`config.mk`:
```
export PLATFORM = sky130hd
export DESIGN_NAME = rr_arbiter_8
export DESIGN_NICKNAME = d
export VERILOG_FILES = /design/src/rtl/arb_pkg.sv /design/src/rtl/rr_prio_sel.sv /design/src/rtl/rr_arbiter_8.sv
export SDC_FILE = /design/constraint.sdc
export NUM_CORES = 1
export LEC_CHECK = 0
export CAP_MARGIN = 40
export CORE_ASPECT_RATIO = 1.75
export CORE_MARGIN = 2
export CORE_UTILIZATION = 55
export DETAILED_ROUTE_END_ITERATION = 8
export DONT_BUFFER_PORTS = 1
export GPL_TIMING_DRIVEN = 1
export HOLD_SLACK_MARGIN = 0.08
export PLACE_DENSITY_LB_ADDON = 0.2
export SYNTH_ARGS = -nofsm -noshare
export SYNTH_HDL_FRONTEND = slang
export SYNTH_HIERARCHICAL = 1
export SYNTH_SLANG_ARGS = --single-unit
```
`constraint.sdc`:
```
create_clock -name clk -period 4.15 [get_ports clk]
set_input_delay 0 -clock clk [delete_from_list [all_inputs] [get_ports clk]]
set_output_delay 0 -clock clk [all_outputs]
set_load 0.05 [all_outputs]
```
`src/rtl/arb_pkg.sv`:
```
// Shared types and constants for the 8-way round-robin arbiter.
// ARB_TIMEOUT_EN (see rr_arbiter_8) uses HOLD_MAX / CNT_W from here.
package arb_pkg;

  localparam int N_REQ    = 8;
  localparam int IDX_W    = 3;
  localparam int HOLD_MAX = 16;
  localparam int CNT_W    = $clog2(HOLD_MAX);

  typedef enum logic {
    IDLE  = 1'b0,
    GRANT = 1'b1
  } arb_state_t;

  typedef struct packed {
    arb_state_t       state;
    logic [IDX_W-1:0] ptr;
  } arb_dbg_t;

endpackage

```
`src/rtl/rr_prio_sel.sv`:
```
// Rotating-priority selector: the first set request at or after ptr+1 (mod N_REQ) wins.
// Purely combinational; the caller registers the result.
module rr_prio_sel
  import arb_pkg::*;
(
  input  logic [N_REQ-1:0] req,
  input  logic [IDX_W-1:0] ptr,
  output logic [IDX_W-1:0] idx,
  output logic             any
);

  logic [IDX_W-1:0]   base;
  logic [2*N_REQ-2:0] dbl;
  logic [N_REQ-1:0]   rot;
  logic [IDX_W-1:0]   pick;

  always_comb begin
    base = ptr + IDX_W'(1);
    // Doubling the vector turns the rotate into a plain part-select.
    dbl  = {req[N_REQ-2:0], req};
    rot  = dbl[base +: N_REQ];
    pick = '0;
    for (int i = N_REQ - 1; i >= 0; i--) begin
      if (rot[i]) pick = IDX_W'(i);
    end
    idx = pick + base;
    any = |req;
  end

endmodule

```
`src/rtl/rr_arbiter_8.sv`:
```
// 8-requester round-robin arbiter with registered one-hot grant and owner index.
// Optional forced release after HOLD_MAX cycles when ARB_TIMEOUT_EN is defined.
module rr_arbiter_8
  import arb_pkg::*;
(
  input  logic             clk,
  input  logic             rst,
  input  logic [N_REQ-1:0] req,
  input  logic             done,
  output logic [N_REQ-1:0] gnt,
  output logic [IDX_W-1:0] gnt_idx,
  output logic             gnt_vld,
  output logic             timeout,
  output arb_dbg_t         dbg
);

  // Handshake: agent k raises req[k] and keeps it high until it sees gnt[k];
  // the owner keeps the grant until it pulses done or drops req[k], and the
  // arbiter then spends one idle cycle before granting again.

  arb_state_t       state_q, state_d;
  logic [IDX_W-1:0] ptr_q, ptr_d;
  logic [N_REQ-1:0] gnt_q, gnt_d;
  logic [IDX_W-1:0] idx_q, idx_d;
  logic [IDX_W-1:0] win_idx;
  logic             win_any;
  logic             rel;

`ifdef ARB_TIMEOUT_EN
  logic [CNT_W-1:0] cnt_q, cnt_d;
  logic             timeout_q, timeout_d;
`endif

  rr_prio_sel u_sel (
    .req (req),
    .ptr (ptr_q),
    .idx (win_idx),
    .any (win_any)
  );

  always_comb begin
    state_d = state_q;
    ptr_d   = ptr_q;
    gnt_d   = gnt_q;
    idx_d   = idx_q;
    rel     = 1'b0;
`ifdef ARB_TIMEOUT_EN
    cnt_d     = cnt_q;
    timeout_d = 1'b0;
`endif
    unique case (state_q)
      IDLE: begin
        if (win_any) begin
          gnt_d          = '0;
          gnt_d[win_idx] = 1'b1;
          idx_d          = win_idx;
          state_d        = GRANT;
`ifdef ARB_TIMEOUT_EN
          cnt_d = '0;
`endif
        end
      end
      GRANT: begin
        rel = done | ~req[idx_q];
`ifdef ARB_TIMEOUT_EN
        // A normal release wins over the forced one, so no pulse in that case.
        if (!rel && (cnt_q == CNT_W'(HOLD_MAX - 1))) begin
          rel       = 1'b1;
          timeout_d = 1'b1;
        end
        cnt_d = cnt_q + CNT_W'(1);
`endif
        if (rel) begin
          gnt_d   = '0;
          idx_d   = '0;
          ptr_d   = idx_q;
          state_d = IDLE;
        end
      end
      default: state_d = IDLE;
    endcase
  end

  always_ff @(posedge clk or posedge rst) begin
    if (rst) begin
      state_q <= IDLE;
      ptr_q   <= IDX_W'(N_REQ - 1);
      gnt_q   <= '0;
      idx_q   <= '0;
    end else begin
      state_q <= state_d;
      ptr_q   <= ptr_d;
      gnt_q   <= gnt_d;
      idx_q   <= idx_d;
    end
  end

`ifdef ARB_TIMEOUT_EN
  always_ff @(posedge clk or posedge rst) begin
    if (rst) begin
      cnt_q     <= '0;
      timeout_q <= 1'b0;
    end else begin
      cnt_q     <= cnt_d;
      timeout_q <= timeout_d;
    end
  end

  assign timeout = timeout_q;
`else
  assign timeout = 1'b0;
`endif

  assign gnt       = gnt_q;
  assign gnt_idx   = idx_q;
  assign gnt_vld   = |gnt_q;
  assign dbg.state = state_q;
  assign dbg.ptr   = ptr_q;

endmodule
```
== After elaboration in Yosys (flattened, before gate mapping) ==
Index checks and enable logic that the tools add are counted.

* Register bits after elaboration: 15
* Input bits: 11
* Output and inout port bits: 17
* Word-level logic and storage cells: 41

* Add/subtract/negate cells: 2
* Magnitude comparators: 3
* Equality and inequality tests: 2
* Shifts and indexed selects: 1
* Muxes and demuxes: 21
* Bitwise gates (word level): 3
* Reduce and logical (&&, ||, !) cells: 5

{| class="wikitable"
|+ Operators by type and width
! cell !! number
|-
| 3-bit two-way mux || 10
|-
| 8-bit two-way mux || 2
|-
| 8-bit one-hot mux with 2 select lines || 1
|-
| 8-bit OR reduction || 2
|-
| 15-bit by 4-bit indexed part select with 8-bit output || 1
|-
| 3-bit by 4-bit < comparator with 1-bit output (second input constant) || 2
|-
| 3-bit one-hot mux with 2 select lines || 1
|-
| 1-bit two-way mux || 4
|-
| 2-bit by 1-bit != test with 1-bit output (second input constant) || 2
|-
| 2-bit AND reduction || 2
|-
| 3-bit by 1-bit adder with 3-bit output (second input constant) || 1
|-
| 3-bit adder || 1
|-
| 1-bit binary-select mux with 3-bit select || 1
|-
| 1-bit demux with 3-bit select || 1
|-
| 3-bit by 1-bit >= comparator with 1-bit output (second input constant) || 1
|-
| 1-bit inverter || 2
|-
| 1-bit one-hot mux with 2 select lines || 1
|-
| 1-bit logical AND || 1
|-
| 1-bit bitwise OR || 1
|}

== Logic depth before layout (Yosys ltp) ==
* Depth in word-level cells: 17
* Mapped depth: 15
* Gate-level depth less buffers: 14

== Modules after synthesis ==
Netlist, hierarchy kept.

{| class="wikitable"
|+ Modules (own cells, without submodules)
! module !! times used !! cells an instance !! area an instance (um2) !! sequential area each (um2)
|-
| rr_arbiter_8 || 1 || 78 || 797.0 || 379.1
|-
| rr_prio_sel || 1 || 45 || 460.4 || 0.0
|}

== Worst setup path before layout ==
No wires, ideal clock.

* Kind: register to register
* From: register ptr_q[0]
* To: register gnt_q[4], in the netlist gnt[4]
* Library setup time: 0.078 ns
* Data arrival time: 3.737 ns
* Required time: 4.072 ns
* Slack: 0.336 ns
* Stages on the path, launching flop included: 14
* Buffers on the path: 1
* Period minus slack after synthesis: 3.814 ns
* Cells stage by stage: dfstp_2 -> buf_6 -> mux4_1 -> nand2b_1 -> a2111oi_1 -> nor3_1 -> o31ai_1 -> ha_1 -> inv_1 -> fa_1 -> xnor2_1 -> nor3b_1 -> nand2_1 -> a21oi_1

* Word-level cells in the longest chain between the ends: 17
* Elaborated cells between the ends (all ways): 18
* Classes of those cells: add/sub (2); order compare (2); shift (1); mux (12); reduce/logical (1)

{| class="wikitable"
|+ RTL lines
! what !! line !! RTL
|-
| start: declaration || rr_arbiter_8.sv:22 || <nowiki>logic [IDX_W-1:0] ptr_q, ptr_d;</nowiki>
|-
| start signal: assignment || rr_arbiter_8.sv:87 || <nowiki>ptr_q <= IDX_W'(N_REQ - 1);</nowiki>
|-
| start signal: assignment || rr_arbiter_8.sv:92 || <nowiki>ptr_q <= ptr_d;</nowiki>
|-
| 3-bit by 1-bit adder with 3-bit output * || rr_prio_sel.sv:18 || <nowiki>base = ptr + IDX_W'(1);</nowiki>
|-
| 15-bit by 4-bit indexed part select with 8-bit output || rr_prio_sel.sv:21 || <nowiki>rot = dbl[base +: N_REQ];</nowiki>
|-
| 3-bit two-way mux (8 in a row) || rr_prio_sel.sv:24 || <nowiki>if (rot[i]) pick = IDX_W'(i);</nowiki>
|-
| 3-bit adder * || rr_prio_sel.sv:26 || <nowiki>idx = pick + base;</nowiki>
|-
| via win_idx[2] || rr_arbiter_8.sv:25 || <nowiki>logic [IDX_W-1:0] win_idx;</nowiki>
|-
| 3-bit by 4-bit < comparator with 1-bit output (implied by the code) / 3-bit by 1-bit >= comparator with 1-bit output (equally long branches) || rr_arbiter_8.sv:55 || <nowiki>gnt_d[win_idx] = 1'b1;</nowiki>
|-
| 1-bit logical AND (implied by the code) || rr_arbiter_8.sv:55 ||
|-
| 1-bit two-way mux (implied by the code) || rr_arbiter_8.sv:55 ||
|-
| 1-bit demux with 3-bit select * || rr_arbiter_8.sv:55 ||
|-
| 8-bit two-way mux * || rr_arbiter_8.sv:53 || <nowiki>if (win_any) begin</nowiki>
|-
| 8-bit one-hot mux with 2 select lines * || rr_arbiter_8.sv:51 || <nowiki>unique case (state_q)</nowiki>
|-
| end signal: assignment || rr_arbiter_8.sv:93 || <nowiki>gnt_q <= gnt_d;</nowiki>
|-
| end: declaration || rr_arbiter_8.sv:23 || <nowiki>logic [N_REQ-1:0] gnt_q, gnt_d;</nowiki>
|}

The timed path passes the listed nets; every way through them passes the cells marked *. The select of a mux whose other input is x is not followed.
A chain may end at the register's enable or synchronous reset.

== Worst setup path in the final report ==
* From: register ptr_q[0]
* To: register gnt_q[2], in the netlist gnt[2]

Same word-level chain as after synthesis.

==> metrics.md <==
| Metric | Value |
|---|---|
| Vias per cell | 6.47 |
| Diodes inserted | 0 |
| Post-synth EDFFs | 0 |
| Initial antenna violation count | 0 |
| Crit. Startpoint | ptr_q[0]$_DFFE_PP1P_ |
| Hold Path Class | in2async |
| DRC violations left | 0 |
| DRT iter0 DRCs | 18 |
| Period utilization | 0.926 |
| Total vias in the final route | 977 |
| CTS root buf | clkbuf_4 |
| PortBufs | 0 |
| Slowest CP cell | mux4_1 |
| Async S/R FF share, synth | 1.00 |
| FF+latch area | 379 um^2 |
| CTS max path bufs | 2 |
| CP Cell Sequence | buf_4 > mux4_1 > nand2b_1 > a2111oi_2 > nor3_1 > o31ai_1 > ha_1 > inv_1 > fa_1 > xnor2_2 > buf_4 > nor3_2 > a22oi_1 > nor2_1 |
| Most used cell, CP | buf_4 |
| Worst slew margin | 0.529 |
| Crit Reg-Reg Startpoint | ptr_q[0]$_DFFE_PP1P_ |
| Final net count | 142 |
| Worst Clk Skew | 0.00855 ns |
| Final Hold Fails | 0 |
| Site Rows | 22 |
| Maxcap violations | 0 |
| Critical Path Max Stage Delay | 0.61 ns |
| Number of standard cells after synthesis | 123 |
| Yosys top cell area share | 0.239 |
| Worst path depth | 14 |
| Clock period minus worst slack | 3.84 ns |
| Starting Density | 0.593 |
| Crit path buf inv count | 3 |
| Top-count cell post-synth | nor2_1 |
| Crit path required time | 4.38 ns |
| Reg2reg path depth | 14 |
| Sequential share of the synthesized area | 0.301 |
| Detail Route Antenna Nets | 0 |
| Routed wire length | 2780 um |
| Post-synth top flop | dfrtp_1 |
| Dpl hpwl | 2160 um |
| Routability Congestion | 0.806 |
| Status | finished clean |
| Setup ws final | 0.307 ns |
| Clock latency on the worst-skew pair | 0.29 ns |
| Pre-CTS WS | 0.152 ns |
| Total track usage | 0.245 |
| Clk sinks | 15 |
| Top cells by count, synth | nor2_1 (13), dfrtp_1 (12), inv_1 (11) |
| Mapped cell area | 1260 um^2 |
| Post-CTS Repair Setup Buffers | 0 |
| Clk slew on worst S/H paths | 0.09 ns |
| Crit end category | flip-flop |
| Die ar. | 2700 um^2 |
| Fill count | 162 |
| Top post-synthesis cells by area | dfrtp_1 (24%), mux4_1 (13%), dfstp_2 (6.3%), mux2i_1 (4.0%), nor2_1 (3.9%) |
| Number of H-tree levels | 1 |
| Warnings from Yosys | 6 |
| Die width | 40.1 um |
| Area growth syn-to-layout | 7.26% |
| Fmax | 0.260 GHz |
| Final setup vio count | 0 |
| First-pass GRT wire length | 4510 um |
| Syn Area/Cell | 10.2 um^2 |
| Cell area after layout | 1350 um^2 |
| I/O Pins | 28 |
| Layout cell share with drive strength beyond 1 | 0.213 |
| Post-Syn Nets | 137 |
| Area occupied by multi-input gates | 821 um^2 |
| Post-placement cell area | 1270 um^2 |
| Routed length per placed instance | 18.4 um |
| Setup_tns | 0 ns |
| Yosys top cell by area | dfrtp_1 |
| CP arrival | 4.07 ns |
| Critical path class | reg2reg |
| Final slew viol count | 0 |
| Largest net degree at the start of global routing | 16 |
| CTS tree | built |
| Top cell family by delay on the critical path | compound AO/OA/AOI/OAI gates |
| Flops & latches, synth | 15 |
| Drt pass-1 iters | 4 |
| Setup crit start kind | flip-flop |
| Cell variety after synth | 46 |
| Die Span Y | 67.3 um |
| CP Max Fanout | 9 |
| Clock buffer count from CTS | 3 |
| Total gr overflow | 0 |
| Vias in the first global route | 1,027 |
| Core ar. | 2120 um^2 |
| Slew at the pin with the worst max-slew slack | 0.706 ns |
==> cells by family after synthesis <==
group,share of synthesized area
compound gates,0.154
fa+ha+maj,0.0448
mux,0.225
buf+inv,0.0687
other cells,0.00298
xor+xnor,0.0139
flops,0.301
simple gates,0.189
==> path summary, 6_finish.rpt <==
check / endpoint / slack, ns
worst max-delay path: gnt[2]$_DFFE_PP0P_ / 0.31
min in group clk: state_q$_DFF_PP0_ / 0.22
worst max register to register: gnt[2]$_DFFE_PP0P_ / 0.31
worst min-delay path: gnt[1]$_DFFE_PP0P_ / 0.20
max in group asynchronous: gnt_idx[2]$_DFFE_PP0P_ / 3.58
worst min register to register: ptr_q[2]$_DFFE_PP1P_ / 0.60
==> final cells by class <==
cell class,count,share of cell area
clock buffer,3,0.0167
clock inverter,1,0.00371
inverter,11,0.0306
multi-input combinational,91,0.609
sequential,15,0.281
tap,24,0.0223
timing repair buffer,6,0.0371
==> worst reg2reg max path: cells and delay by family (launching register included) <==
kind | cells | cell delay [ns]
AOI/OAI and AO/OA | 3 | 0.79
and+or+nand+nor | 4 | 0.60
adders and majority gates | 2 | 0.63
muxes | 1 | 0.61
buffers and inverters | 3 | 0.40
DFF | 1 | 0.57
xor gates and xnor gates | 1 | 0.18
==> through the flow <==
step	hold slack, ns	utilization	instances
floorplan	-0.101	-	123
finish	0.199	0.636	151
global placement	-0.0462	0.600	145
CTS	0.195	0.623	151
global route	0.262	0.636	151
detailed placement	-0.0326	0.600	145
==> metal layers <==
layer | vias to the layer above | routed length [um] | global-route usage
li1 | 460 | - | -
met2 | 21 | 1720 | 0.468
met4 | 0 | 55 | 0.108
met1 | 489 | 909 | 0.232
met3 | 7 | 94 | 0.0395
met5 | - | 0 | 0
==> registers in the layout, summed over array words and instances (netlist names) <==
name	cells
gnt	8
ptr_q	3
state_q	1
gnt_idx	3
==> repair_timing <==
| item | in CTS | in global routing |
|---|---|---|
| hold buffers | 2 | 0 |
| endpoints found under the hold margin | 17 | 0 |
| endpoints found under the setup margin | 0 | 5 |
| resized for setup | 0 | 6 |
==> cell usage in the layout (no fill, tap or decap), drive strengths merged, types with 2 or more instances in the layout <==
master        n
dlygate4sd3   2
nor2b         3
o32ai         2
a2111oi       2
nor2         13
and2          2
nand2         8
o31ai         2
mux4          8
nand2b        4
a21oi         4
dfrtp        12
nor3          3
mux2i         5
and2b         2
buf           4
a31oi         2
dfstp         3
a22oi         4
nor4          4
or2           2
mux2          2
ha            2
o21ai         2
clkbuf        3
inv          11
Power is left out: the tool's default activity adds up to more than one toggle a clock period on the data nets, which glitch-free logic cannot reach.
